**config.mk**
```make
export PLATFORM = sky130hd
export DESIGN_NAME = id_ex_stage
export DESIGN_NICKNAME = d
export VERILOG_FILES = /design/src/rtl/id_ex_stage.sv
export SDC_FILE = /design/constraint.sdc
export NUM_CORES = 1
export LEC_CHECK = 0
export ABC_AREA = 1
export CAP_MARGIN = 20
export CORE_MARGIN = 4
export CORE_UTILIZATION = 30
export DETAILED_ROUTE_END_ITERATION = 12
export GPL_TIMING_DRIVEN = 0
export PLACE_DENSITY = 0.68
export SETUP_SLACK_MARGIN = 0.05
export SYNTH_ARGS = -nofsm -noshare
export SYNTH_HDL_FRONTEND = slang
export SYNTH_SLANG_ARGS = --single-unit
```
**constraint.sdc**
```tcl
create_clock -name clock -period 6 [get_ports clock]
set_clock_uncertainty 0.05 [all_clocks]
set_input_delay 1.2 -clock clock [delete_from_list [all_inputs] [get_ports clock]]
set_output_delay 1.2 -clock clock [all_outputs]
set_load 0.05 [all_outputs]
```
**src/rtl/id_ex_stage.sv**
```systemverilog
// ID/EX pipeline register for the MIPS core: load-use hazard detection,
// bubble insertion on stall/flush, and EX-stage operand forwarding into the ALU.
module id_ex_stage #(
    parameter int DATA_W = 32,
    parameter int REG_AW = 5
) (
    input  logic              clock,
    input  logic              reset,
    input  logic              id_valid,
    input  logic [2:0]        id_op,
    input  logic [REG_AW-1:0] id_rs,
    input  logic [REG_AW-1:0] id_rt,
    input  logic [REG_AW-1:0] id_rd,
    input  logic [DATA_W-1:0] id_rs_val,
    input  logic [DATA_W-1:0] id_rt_val,
    input  logic [DATA_W-1:0] id_imm,
    input  logic              id_use_imm,
    input  logic              id_is_load,
    input  logic              id_reg_write,
    input  logic              flush,
    input  logic              exmem_reg_write,
    input  logic [REG_AW-1:0] exmem_rd,
    input  logic [DATA_W-1:0] exmem_alu_out,
    input  logic              memwb_reg_write,
    input  logic [REG_AW-1:0] memwb_rd,
    input  logic [DATA_W-1:0] memwb_data,
    output logic              stall,
    output logic              ex_valid,
    output logic [2:0]        alu_op,
    output logic [DATA_W-1:0] alu_in1,
    output logic [DATA_W-1:0] alu_in2,
    output logic [REG_AW-1:0] ex_rd,
    output logic              ex_reg_write,
    output logic              ex_is_load,
    output logic [15:0]       stall_cnt
);

    localparam logic [REG_AW-1:0] REG_ZERO = {REG_AW{1'b0}};

    logic              valid_r;
    logic [2:0]        op_r;
    logic [REG_AW-1:0] rs_r;
    logic [REG_AW-1:0] rt_r;
    logic [REG_AW-1:0] rd_r;
    logic [DATA_W-1:0] rs_val_r;
    logic [DATA_W-1:0] rt_val_r;
    logic [DATA_W-1:0] imm_r;
    logic              use_imm_r;
    logic              is_load_r;
    logic              reg_write_r;
    logic [15:0]       stall_cnt_r;
    logic              stall_s;
    logic              bubble_s;
    logic [DATA_W-1:0] fwd_rs_s;
    logic [DATA_W-1:0] fwd_rt_s;

    // Load-use hazard detection; a flush kills the consumer so it never stalls.
    always_comb begin
        stall_s = 1'b0;
        if (!flush && id_valid && valid_r && is_load_r && (rd_r != REG_ZERO) &&
            ((id_rs == rd_r) || (!id_use_imm && (id_rt == rd_r)))) begin
            stall_s = 1'b1;
        end else begin
            stall_s = 1'b0;
        end
    end

    assign bubble_s = flush | stall_s | ~id_valid;

    // Stage register: bubble (all fields cleared) or capture of the decoded instruction.
    always_ff @(posedge clock or posedge reset) begin
        if (reset) begin
            valid_r     <= 1'b0;
            op_r        <= 3'd0;
            rs_r        <= REG_ZERO;
            rt_r        <= REG_ZERO;
            rd_r        <= REG_ZERO;
            rs_val_r    <= {DATA_W{1'b0}};
            rt_val_r    <= {DATA_W{1'b0}};
            imm_r       <= {DATA_W{1'b0}};
            use_imm_r   <= 1'b0;
            is_load_r   <= 1'b0;
            reg_write_r <= 1'b0;
        end else if (bubble_s) begin
            valid_r     <= 1'b0;
            op_r        <= 3'd0;
            rs_r        <= REG_ZERO;
            rt_r        <= REG_ZERO;
            rd_r        <= REG_ZERO;
            rs_val_r    <= {DATA_W{1'b0}};
            rt_val_r    <= {DATA_W{1'b0}};
            imm_r       <= {DATA_W{1'b0}};
            use_imm_r   <= 1'b0;
            is_load_r   <= 1'b0;
            reg_write_r <= 1'b0;
        end else begin
            valid_r     <= id_valid;
            op_r        <= id_op;
            rs_r        <= id_rs;
            rt_r        <= id_rt;
            rd_r        <= id_rd;
            rs_val_r    <= id_rs_val;
            rt_val_r    <= id_rt_val;
            imm_r       <= id_imm;
            use_imm_r   <= id_use_imm;
            is_load_r   <= id_is_load;
            reg_write_r <= id_reg_write;
        end
    end

    // Saturating count of load-use stall cycles.
    always_ff @(posedge clock or posedge reset) begin
        if (reset) begin
            stall_cnt_r <= 16'd0;
        end else if (stall_s && (stall_cnt_r != 16'hFFFF)) begin
            stall_cnt_r <= stall_cnt_r + 16'd1;
        end else begin
            stall_cnt_r <= stall_cnt_r;
        end
    end

    // Operand forwarding; the younger EX/MEM result beats MEM/WB, and r0 never forwards.
    always_comb begin
        fwd_rs_s = rs_val_r;
        fwd_rt_s = rt_val_r;
        if (exmem_reg_write && (exmem_rd != REG_ZERO) && (exmem_rd == rs_r)) begin
            fwd_rs_s = exmem_alu_out;
        end else if (memwb_reg_write && (memwb_rd != REG_ZERO) && (memwb_rd == rs_r)) begin
            fwd_rs_s = memwb_data;
        end else begin
            fwd_rs_s = rs_val_r;
        end
        if (exmem_reg_write && (exmem_rd != REG_ZERO) && (exmem_rd == rt_r)) begin
            fwd_rt_s = exmem_alu_out;
        end else if (memwb_reg_write && (memwb_rd != REG_ZERO) && (memwb_rd == rt_r)) begin
            fwd_rt_s = memwb_data;
        end else begin
            fwd_rt_s = rt_val_r;
        end
    end

    assign stall        = stall_s;
    assign ex_valid     = valid_r;
    assign alu_op       = op_r;
    assign alu_in1      = fwd_rs_s;
    assign alu_in2      = use_imm_r ? imm_r : fwd_rt_s;
    assign ex_rd        = rd_r;
    assign ex_reg_write = reg_write_r;
    assign ex_is_load   = is_load_r;
    assign stall_cnt    = stall_cnt_r;

endmodule

```
==> results of run 1 <==
[registers in the layout, indices dropped and copies added, names as in the netlist]
register / count
imm_r: 32
rs_val_r: 32
rt_val_r: 32
stall_cnt: 16
ex_rd: 5
rs_r: 5
rt_r: 5
alu_op: 3
ex_is_load: 1
ex_reg_write: 1
ex_valid: 1
use_imm_r: 1
[metrics by stage]
step	utilization (%)	hold slack [ns]	setup TNS, ns
2_1_floorplan	-	0.724	0
3_3_place_gp	43.7	0.466	-130.42
6_report	46.2	0.488	0
5_1_grt	46.2	0.550	0
4_1_cts	46.2	0.485	0
3_5_place_dp	43.9	0.463	0
[routing by layer]
layer  track usage (%)  routed length (µm)
met1              25.0               12300
met2              32.1               13400
met3              5.47                2240
met4              5.64                 567
met5                 0                  49
[worst max-delay path by stage]
stage / from / endpoint / depth (start not counted)
2_1_floorplan: reset / alu_op[0] / 1
3_3_place_gp: reset / imm_r[22] / 2
3_5_place_dp: memwb_rd[2] / alu_in1[1] / 11
4_1_cts: memwb_rd[2] / alu_in1[1] / 11
5_1_grt: memwb_rd[2] / alu_in1[1] / 11
6_report: memwb_rd[2] / alu_in1[1] / 11
[critical path, cell delays in order]
cell,delay (ns)
sky130_fd_sc_hd__clkdlybuf4s50_1,0.55
sky130_fd_sc_hd__nor2_1,0.07
sky130_fd_sc_hd__nand3_1,0.08
sky130_fd_sc_hd__nand2_1,0.07
sky130_fd_sc_hd__nor2_1,0.64
sky130_fd_sc_hd__nand2_1,0.39
sky130_fd_sc_hd__buf_2,0.32
sky130_fd_sc_hd__nand2_1,0.10
sky130_fd_sc_hd__nand3_1,0.06
sky130_fd_sc_hd__nand2_1,0.08
sky130_fd_sc_hd__clkdlybuf4s50_1,0.86
[synth_stat cells]
cell type / count
sky130_fd_sc_hd__a21oi_2: 1
sky130_fd_sc_hd__and2_1: 1
sky130_fd_sc_hd__buf_1: 6
sky130_fd_sc_hd__buf_2: 27
sky130_fd_sc_hd__buf_4: 2
sky130_fd_sc_hd__buf_6: 1
sky130_fd_sc_hd__buf_8: 3
sky130_fd_sc_hd__clkbuf_1: 16
sky130_fd_sc_hd__dfrtp_1: 134
sky130_fd_sc_hd__ha_1: 1
sky130_fd_sc_hd__inv_1: 244
sky130_fd_sc_hd__inv_2: 2
sky130_fd_sc_hd__nand2_1: 333
sky130_fd_sc_hd__nand3_1: 148
sky130_fd_sc_hd__nand3_2: 4
sky130_fd_sc_hd__nand3b_1: 33
sky130_fd_sc_hd__nand4_1: 1
sky130_fd_sc_hd__nor2_1: 121
sky130_fd_sc_hd__nor2_2: 21
sky130_fd_sc_hd__nor3_1: 8
sky130_fd_sc_hd__nor3_2: 1
sky130_fd_sc_hd__o21ai_0: 10
sky130_fd_sc_hd__o21ai_1: 4
sky130_fd_sc_hd__xnor2_1: 14
sky130_fd_sc_hd__xor2_1: 16
[kinds of logic (layout without fill, tap and decap cells)]
logic type                 count (synthesis)  count (layout)  share of synthesized area (%)
other                                      0               1                              0
adders and majority gates                  1               1                          0.159
xor gates and xnor gates                  30              30                           3.35
and+or+nand+nor                          671             671                           37.3
AOI/OAI and AO/OA                         15              15                           1.00
buffers and inverters                    301             622                           15.5
DFF                                      134             134                           42.7
[cell type report]
cell class / instances / area (µm²) / area share (%)
Sequential cell: 134 / 3350 / 28.5
Multi-Input combinational cell: 717 / 3280 / 27.9
Timing Repair Buffer: 289 / 2910 / 24.7
Inverter: 246 / 928 / 7.88
Clock buffer: 18 / 439 / 3.73
Tap cell: 330 / 413 / 3.51
Buffer: 55 / 289 / 2.45
Clock inverter: 14 / 163 / 1.38
Antenna cell: 1 / 2.50 / 0.0212
[report_power, final]
part	internal, mW	switching, mW
combinational	0.225	0.305
sequential	0.934	0.0119
clock	0.636	0.448
==> report_table.html, run 1 <==
<table>
<tr><th>Metric</th><th>Value</th></tr>
<tr><th colspan="2">Final layout</th></tr>
<tr><td>Fin nets</td><td>around 1700</td></tr>
<tr><td>Most frequent cells in the layout</td><td>333 x sky130_fd_sc_hd__nand2_1, 288 x sky130_fd_sc_hd__clkdlybuf4s50_1, 243 x sky130_fd_sc_hd__inv_1</td></tr>
<tr><td>Final standard cell count with taps included and fillers excluded</td><td>1804</td></tr>
<tr><td>Final design instance area without fill</td><td>11800 µm²</td></tr>
<tr><td>Share of post-route cells with drive strength above 1</td><td>6.52%</td></tr>
<tr><td>Filler cells</td><td>2546</td></tr>
<tr><td>Most common cell after layout, fill and taps aside</td><td>sky130_fd_sc_hd__nand2_1</td></tr>
<tr><td>Area growth syn-to-layout</td><td>50.1%</td></tr>
<tr><th colspan="2">Floorplan</th></tr>
<tr><td>Effective utilization at floorplan</td><td>a little under a third</td></tr>
<tr><td>Number of standard-cell rows in the floorplan</td><td>58</td></tr>
<tr><td>Horiz. Die Dim</td><td>170 µm</td></tr>
<tr><td>Die Span Y</td><td>170 µm</td></tr>
<tr><td>Overall die area</td><td>28800 µm²</td></tr>
<tr><td>Num ports</td><td>289</td></tr>
<tr><td>Core area</td><td>25500 µm²</td></tr>
<tr><th colspan="2">Place</th></tr>
<tr><td>Total cell area at the placement stage</td><td>around 11000 µm²</td></tr>
<tr><td>Cell total after placement</td><td>1771</td></tr>
<tr><td>Post-detailed-placement half-perimeter wirelength</td><td>21600 µm</td></tr>
<tr><td>Number of I/O port buffers</td><td>288</td></tr>
<tr><td>Final GP Congestion</td><td>0.855</td></tr>
<tr><td>Dpl ws</td><td>around 0.34 ns</td></tr>
<tr><th colspan="2">Worst setup path</th></tr>
<tr><td>Crit. End Element</td><td>output port</td></tr>
<tr><td>Data arrival time of the worst path</td><td>4.44 ns</td></tr>
<tr><td>Crit start category</td><td>input port</td></tr>
<tr><td>R2R cell count</td><td>7</td></tr>
<tr><td>Crit-path max FO</td><td>10</td></tr>
<tr><td>Worst R2R End</td><td>stall_cnt[2]</td></tr>
<tr><td>Slack of the worst reg-to-reg path</td><td>4.00 ns</td></tr>
<tr><td>Class of the most critical setup path</td><td>in2out</td></tr>
<tr><td>Data required time at the worst endpoint</td><td>4.75 ns</td></tr>
<tr><td>Beginning of the worst register-to-register path</td><td>stall_cnt[0]</td></tr>
<tr><th colspan="2">CTS</th></tr>
<tr><td>Number of sinks on the clock net</td><td>134</td></tr>
<tr><td>Root Driver</td><td>sky130_fd_sc_hd__clkbuf_16</td></tr>
<tr><td>Buffer depth of the longest clock path</td><td>2</td></tr>
<tr><td>CTS clk-pin slew, worst paths</td><td>approximately 0.07 ns</td></tr>
<tr><td>Deepest level of the CTS H-tree</td><td>4</td></tr>
<tr><td># resized after CTS</td><td>0</td></tr>
<tr><td>Total clock buffers created by CTS</td><td>17</td></tr>
<tr><td>Post-CTS setup-driven buffer insertion count</td><td>0</td></tr>
<tr><td>Hold buffers post-CTS</td><td>0</td></tr>
<tr><td>Clk Latency, worst-skew pair</td><td>0.41 ns</td></tr>
<tr><td>CTS tree</td><td>done</td></tr>
<tr><th colspan="2">Worst hold path</th></tr>
<tr><td>Min-Delay Startpoint</td><td>stall_cnt[15]</td></tr>
<tr><td>Cell depth of the worst min-delay path</td><td>2</td></tr>
<tr><td>Worst hold endpoint</td><td>stall_cnt[15]</td></tr>
<tr><td>Type of the tightest min-delay check</td><td>reg2reg</td></tr>
<tr><th colspan="2">Route</th></tr>
<tr><td>Routed Wire Length</td><td>approximately 29000 µm</td></tr>
<tr><td>DR DRC count</td><td>0</td></tr>
<tr><td>WL/cell</td><td>15.8 µm</td></tr>
<tr><td>Detailed-route vias per instance</td><td>approximately 4.4</td></tr>
<tr><td>Vias</td><td>8006</td></tr>
<tr><td>Initial DRC count</td><td>around 360</td></tr>
<tr><td>Post-detailed-route count of antenna-violating nets</td><td>0</td></tr>
<tr><td>Iteration count of the initial detailed-routing pass</td><td>5</td></tr>
<tr><th colspan="2">Global routing</th></tr>
<tr><td>Pin count of the biggest net entering global routing</td><td>75</td></tr>
<tr><td>Total global-route track usage</td><td>19.5%</td></tr>
<tr><td>Wire length of the first global-routing pass</td><td>43900 µm</td></tr>
<tr><td>Vias in the first global route</td><td>8055</td></tr>
<tr><td>Antenna violations before repair</td><td>5</td></tr>
<tr><td>Global route overflow</td><td>0</td></tr>
<tr><th colspan="2">Run</th></tr>
<tr><td>Number of max-cap violations</td><td>0</td></tr>
<tr><th colspan="2">Power and ir drop</th></tr>
<tr><td>Static Leak</td><td>a little over 6 nW</td></tr>
<tr><td>Power density cells</td><td>217 nW/µm²</td></tr>
<tr><td>Final total power</td><td>2.56 mW</td></tr>
<tr><td>IR Drop Worst-Case VDD</td><td>0.147 mV</td></tr>
<tr><th colspan="2">Synth</th></tr>
<tr><td>Cell types occupying the most area after synthesis</td><td>sky130_fd_sc_hd__dfrtp_1 43%, sky130_fd_sc_hd__nand2_1 16%, sky130_fd_sc_hd__inv_1 12%, sky130_fd_sc_hd__nand3_1 9.4%, sky130_fd_sc_hd__nor2_1 5.8%</td></tr>
<tr><td>Synth Register Bits</td><td>134</td></tr>
<tr><td>Syn Inst Count</td><td>~1200</td></tr>
<tr><td>Proportion of synthesized chip area in sequential cells</td><td>42.7%</td></tr>
<tr><td>Post-Syn Area per Cell</td><td>6.81 µm²</td></tr>
<tr><td>Cell type with the largest total area after synthesis</td><td>sky130_fd_sc_hd__dfrtp_1</td></tr>
<tr><td>Netlist cell types</td><td>25</td></tr>
<tr><td>Total number of yosys warnings</td><td>0</td></tr>
<tr><td>Synth Cell Area</td><td>7850 µm²</td></tr>
<tr><td>Synthesized netlist net count</td><td>1350</td></tr>
<tr><td>Fraction of synthesized cell area taken by the top area cell type</td><td>between 40% and 50%</td></tr>
<tr><th colspan="2">STA</th></tr>
<tr><td>Transition time at the pin with the least slew margin</td><td>0.815 ns</td></tr>
<tr><td>Number of hold violations in the final report</td><td>0</td></tr>
<tr><td># setup viols final</td><td>0</td></tr>
<tr><td>RSZ-0062 raised after global routing</td><td>no</td></tr>
<tr><td>Timing-limited maximum frequency</td><td>0.176 GHz</td></tr>
<tr><td>Number of pins with negative max-slew slack in the final report</td><td>0</td></tr>
<tr><td>Headroom to the max-slew limit</td><td>45.5%</td></tr>
<tr><td>Setup WS post-layout</td><td>0.308 ns</td></tr>
<tr><td>Portion of the clock cycle consumed by the worst path in the final layout</td><td>94.9%</td></tr>
<tr><td>Min Clock Period, post-route</td><td>5.69 ns</td></tr>
<tr><th colspan="2">Outcome</th></tr>
<tr><td>Outcome</td><td>finished clean</td></tr>
</table>
No activity file was read; power rests on OpenSTA's default activity.
==> run 2: changes to the inputs <==
CTS_BUF_LIST = sky130_fd_sc_hd__clkbuf_2   (was not set)
PLACE_DENSITY = not set   (was 0.68)
PLACE_DENSITY_LB_ADDON = 0.12   (was not set)
==> report_table.html, run 2 (synthesis results as in run 1) <==
<table>
<tr><th>Metric</th><th>Value</th></tr>
<tr><th colspan="2">STA</th></tr>
<tr><td>Timing-limited maximum frequency</td><td>0.183 GHz</td></tr>
<tr><td>Transition time at the pin with the least slew margin</td><td>0.656 ns</td></tr>
<tr><td>RSZ-0062 raised after global routing</td><td>no</td></tr>
<tr><td>Number of hold violations in the final report</td><td>0</td></tr>
<tr><td>Number of pins with negative max-slew slack in the final report</td><td>0</td></tr>
<tr><td>Portion of the clock cycle consumed by the worst path in the final layout</td><td>91.2%</td></tr>
<tr><td>Hold slack</td><td>a little over 0.5 ns</td></tr>
<tr><td>Setup WS post-layout</td><td>0.530 ns</td></tr>
<tr><td>Headroom to the max-slew limit</td><td>between 50 and 60%</td></tr>
<tr><td>Min Clock Period, post-route</td><td>5.47 ns</td></tr>
<tr><td># setup viols final</td><td>0</td></tr>
<tr><th colspan="2">Final layout</th></tr>
<tr><td>Filler cells</td><td>2714</td></tr>
<tr><td>Most frequent cells in the layout</td><td>333 x sky130_fd_sc_hd__nand2_1, 288 x sky130_fd_sc_hd__clkdlybuf4s50_1, 243 x sky130_fd_sc_hd__inv_1</td></tr>
<tr><td>Most common cell after layout, fill and taps aside</td><td>sky130_fd_sc_hd__nand2_1</td></tr>
<tr><td>Final design instance area without fill</td><td>between 10000 and 15000 µm²</td></tr>
<tr><td>Area growth syn-to-layout</td><td>45.7%</td></tr>
<tr><td>Fin nets</td><td>1658</td></tr>
<tr><td>Largest regs</td><td>imm_r (32), rs_val_r (32), rt_val_r (32)</td></tr>
<tr><td>Final standard cell count with taps included and fillers excluded</td><td>1804</td></tr>
<tr><td>Share of post-route cells with drive strength above 1</td><td>6.39%</td></tr>
<tr><th colspan="2">Worst setup path</th></tr>
<tr><td>Crit start category</td><td>input port</td></tr>
<tr><td>Worst-path cell chain</td><td>clkdlybuf4s50_1 &gt; xor2_1 &gt; nor2_1 &gt; nand2_1 &gt; clkbuf_1 &gt; nand3_1 &gt; nand2_1 &gt; nand2_1 &gt; clkdlybuf4s50_1</td></tr>
<tr><td>Data arrival time of the worst path</td><td>4.22 ns</td></tr>
<tr><td>Crit. End Element</td><td>output port</td></tr>
<tr><td>Crit-path max FO</td><td>10</td></tr>
<tr><td>Class of the most critical setup path</td><td>in2out</td></tr>
<tr><td>Top cell by count, worst path</td><td>sky130_fd_sc_hd__nand2_1</td></tr>
<tr><td>Cell with the biggest individual delay on the critical path</td><td>sky130_fd_sc_hd__clkdlybuf4s50_1</td></tr>
<tr><td>Slowest cell delay on critical path</td><td>0.80 ns</td></tr>
<tr><td>Data required time at the worst endpoint</td><td>4.75 ns</td></tr>
<tr><th colspan="2">Power and ir drop</th></tr>
<tr><td>Power density cells</td><td>182 nW/µm²</td></tr>
<tr><td>Static Leak</td><td>6.05 nW</td></tr>
<tr><td>Internal power of the cells</td><td>between 1 and 1.5 mW</td></tr>
<tr><td>IR Drop Worst-Case VDD</td><td>0.0723 mV</td></tr>
<tr><td>Switching portion of total power</td><td>32.8%</td></tr>
<tr><td>Seq pwr share</td><td>45.6%</td></tr>
<tr><td>Net Switching</td><td>between 0.6 and 0.7 mW</td></tr>
<tr><td>Power share of the clock group</td><td>around 29%</td></tr>
<tr><td>Share of total power in combinational logic</td><td>25.2%</td></tr>
<tr><th colspan="2">Global routing</th></tr>
<tr><td>Pin count of the biggest net entering global routing</td><td>92</td></tr>
<tr><td>Total global-route track usage</td><td>between 10% and 20%</td></tr>
<tr><td>Vias in the first global route</td><td>~7900</td></tr>
<tr><td>Antenna violations before repair</td><td>4</td></tr>
<tr><td>Global route overflow</td><td>0</td></tr>
<tr><td>Wire length of the first global-routing pass</td><td>43000 µm</td></tr>
<tr><th colspan="2">Place</th></tr>
<tr><td>Post-detailed-placement half-perimeter wirelength</td><td>21400 µm</td></tr>
<tr><td>Cell total after placement</td><td>approximately 1800</td></tr>
<tr><td>Dpl ws</td><td>0.526 ns</td></tr>
<tr><td>Total cell area at the placement stage</td><td>11200 µm²</td></tr>
<tr><td>Final GP Congestion</td><td>between 0.8 and 0.9</td></tr>
<tr><td>Number of I/O port buffers</td><td>288</td></tr>
<tr><th colspan="2">Floorplan</th></tr>
<tr><td>Num ports</td><td>289</td></tr>
<tr><td>Number of standard-cell rows in the floorplan</td><td>58</td></tr>
<tr><td>Die Span Y</td><td>170 µm</td></tr>
<tr><td>Core area</td><td>roughly 25000 µm²</td></tr>
<tr><td>Effective utilization at floorplan</td><td>between 30 and 40%</td></tr>
<tr><td>Horiz. Die Dim</td><td>170 µm</td></tr>
<tr><td>Overall die area</td><td>slightly below 30000 µm²</td></tr>
<tr><th colspan="2">CTS</th></tr>
<tr><td>Root Driver</td><td>sky130_fd_sc_hd__clkbuf_2</td></tr>
<tr><td># resized after CTS</td><td>0</td></tr>
<tr><td>Total clock buffers created by CTS</td><td>17</td></tr>
<tr><td>Buffer depth of the longest clock path</td><td>2</td></tr>
<tr><td>Post-CTS setup-driven buffer insertion count</td><td>0</td></tr>
<tr><td>CTS clk-pin slew, worst paths</td><td>0.23 ns</td></tr>
<tr><td>Number of sinks on the clock net</td><td>134</td></tr>
<tr><td>Hold buffers post-CTS</td><td>0</td></tr>
<tr><td>Clk Latency, worst-skew pair</td><td>about 0.7 ns</td></tr>
<tr><td>CTS tree</td><td>done</td></tr>
<tr><td>Deepest level of the CTS H-tree</td><td>4</td></tr>
<tr><th colspan="2">Run</th></tr>
<tr><td>Number of max-cap violations</td><td>0</td></tr>
<tr><th colspan="2">Outcome</th></tr>
<tr><td>Outcome</td><td>finished clean</td></tr>
<tr><th colspan="2">Route</th></tr>
<tr><td>Initial DRC count</td><td>475</td></tr>
<tr><td>Detailed-route vias per instance</td><td>4.36</td></tr>
<tr><td>WL/cell</td><td>roughly 16 µm</td></tr>
<tr><td>Routed Wire Length</td><td>around 28000 µm</td></tr>
<tr><td>Iteration count of the initial detailed-routing pass</td><td>5</td></tr>
<tr><td>DR DRC count</td><td>0</td></tr>
<tr><td>Post-detailed-route count of antenna-violating nets</td><td>0</td></tr>
<tr><td>Vias</td><td>about 7900</td></tr>
<tr><th colspan="2">Worst hold path</th></tr>
<tr><td>Type of the tightest min-delay check</td><td>reg2reg</td></tr>
</table>
==> run 2: cell types whose count changed in the layout (fill, tap and decap cells not counted), moves of 2 or more <==
| cell | delta |
|---|---|
| sky130_fd_sc_hd__inv_6 | -3 |
| sky130_fd_sc_hd__clkbuf_2 | +19 |
| sky130_fd_sc_hd__clkbuf_16 | -17 |
| sky130_fd_sc_hd__inv_8 | -2 |
==> run 2: critical path: cells and delay by family <==
kind,cells,cell delay (ns)
simple gates,5,1.15
buf+inv,3,1.66
xor+xnor,1,0.20
==> run 2: final cells by class <==
class / count / area (µm²) / area share (%)
sequential: 134 / 3350 / 29.3
multi-input combinational: 717 / 3280 / 28.7
timing repair buffer: 289 / 2910 / 25.5
inverter: 246 / 928 / 8.12
tap: 330 / 413 / 3.61
buffer: 55 / 289 / 2.53
clock inverter: 12 / 154 / 1.35
clock buffer: 19 / 95.1 / 0.832
antenna: 2 / 5.00 / 0.0438
==> run 2: path summary, 6_finish.rpt <==
kind / startpoint / to / slack, ns / cells past startpoint
min in group asynchronous: reset / ex_reg_write / 0.79 / 2
hold reg to reg: stall_cnt[15] / stall_cnt[15] / 0.52 / 2
setup / recovery: exmem_rd[2] / alu_in2[19] / 0.53 / 9
hold / removal: stall_cnt[15] / stall_cnt[15] / 0.52 / 2
max in group asynchronous: reset / rt_r[3] / 4.23 / 3
setup reg to reg: stall_cnt[0] / stall_cnt[9] / 4.02 / 8
==> run 2: metrics by stage <==
stage / power [mW] / setup TNS [ns] / util (%)
after global routing: 2.18 / 0 / 44.9
after floorplan: 1.23 / 0 / -
final: 2.07 / 0 / 44.9
after CTS: 2.11 / 0 / 44.8
after detailed placement: 1.49 / 0 / 43.9
after global placement: 1.49 / -158.26 / 43.7
==> run 2: power by group through the flow <==
stage / sequential (mW) / clock, mW / combinational [mW]
floorplan: 0.970 / 0 / 0.259
global placement: 0.962 / 0 / 0.523
detailed placement: 0.962 / 0 / 0.529
CTS: 0.946 / 0.629 / 0.531
global route: 0.950 / 0.662 / 0.569
finish: 0.946 / 0.605 / 0.524
==> run 2: routing by layer <==
metal / global-route usage [%] / up-vias / wire, µm
li1: - / 4017 / -
met1: 25.4 / 3586 / 12600
met2: 31.6 / 229 / 13300
met3: 4.52 / 30 / 1780
met4: 4.97 / 4 / 459
met5: 0 / - / 23
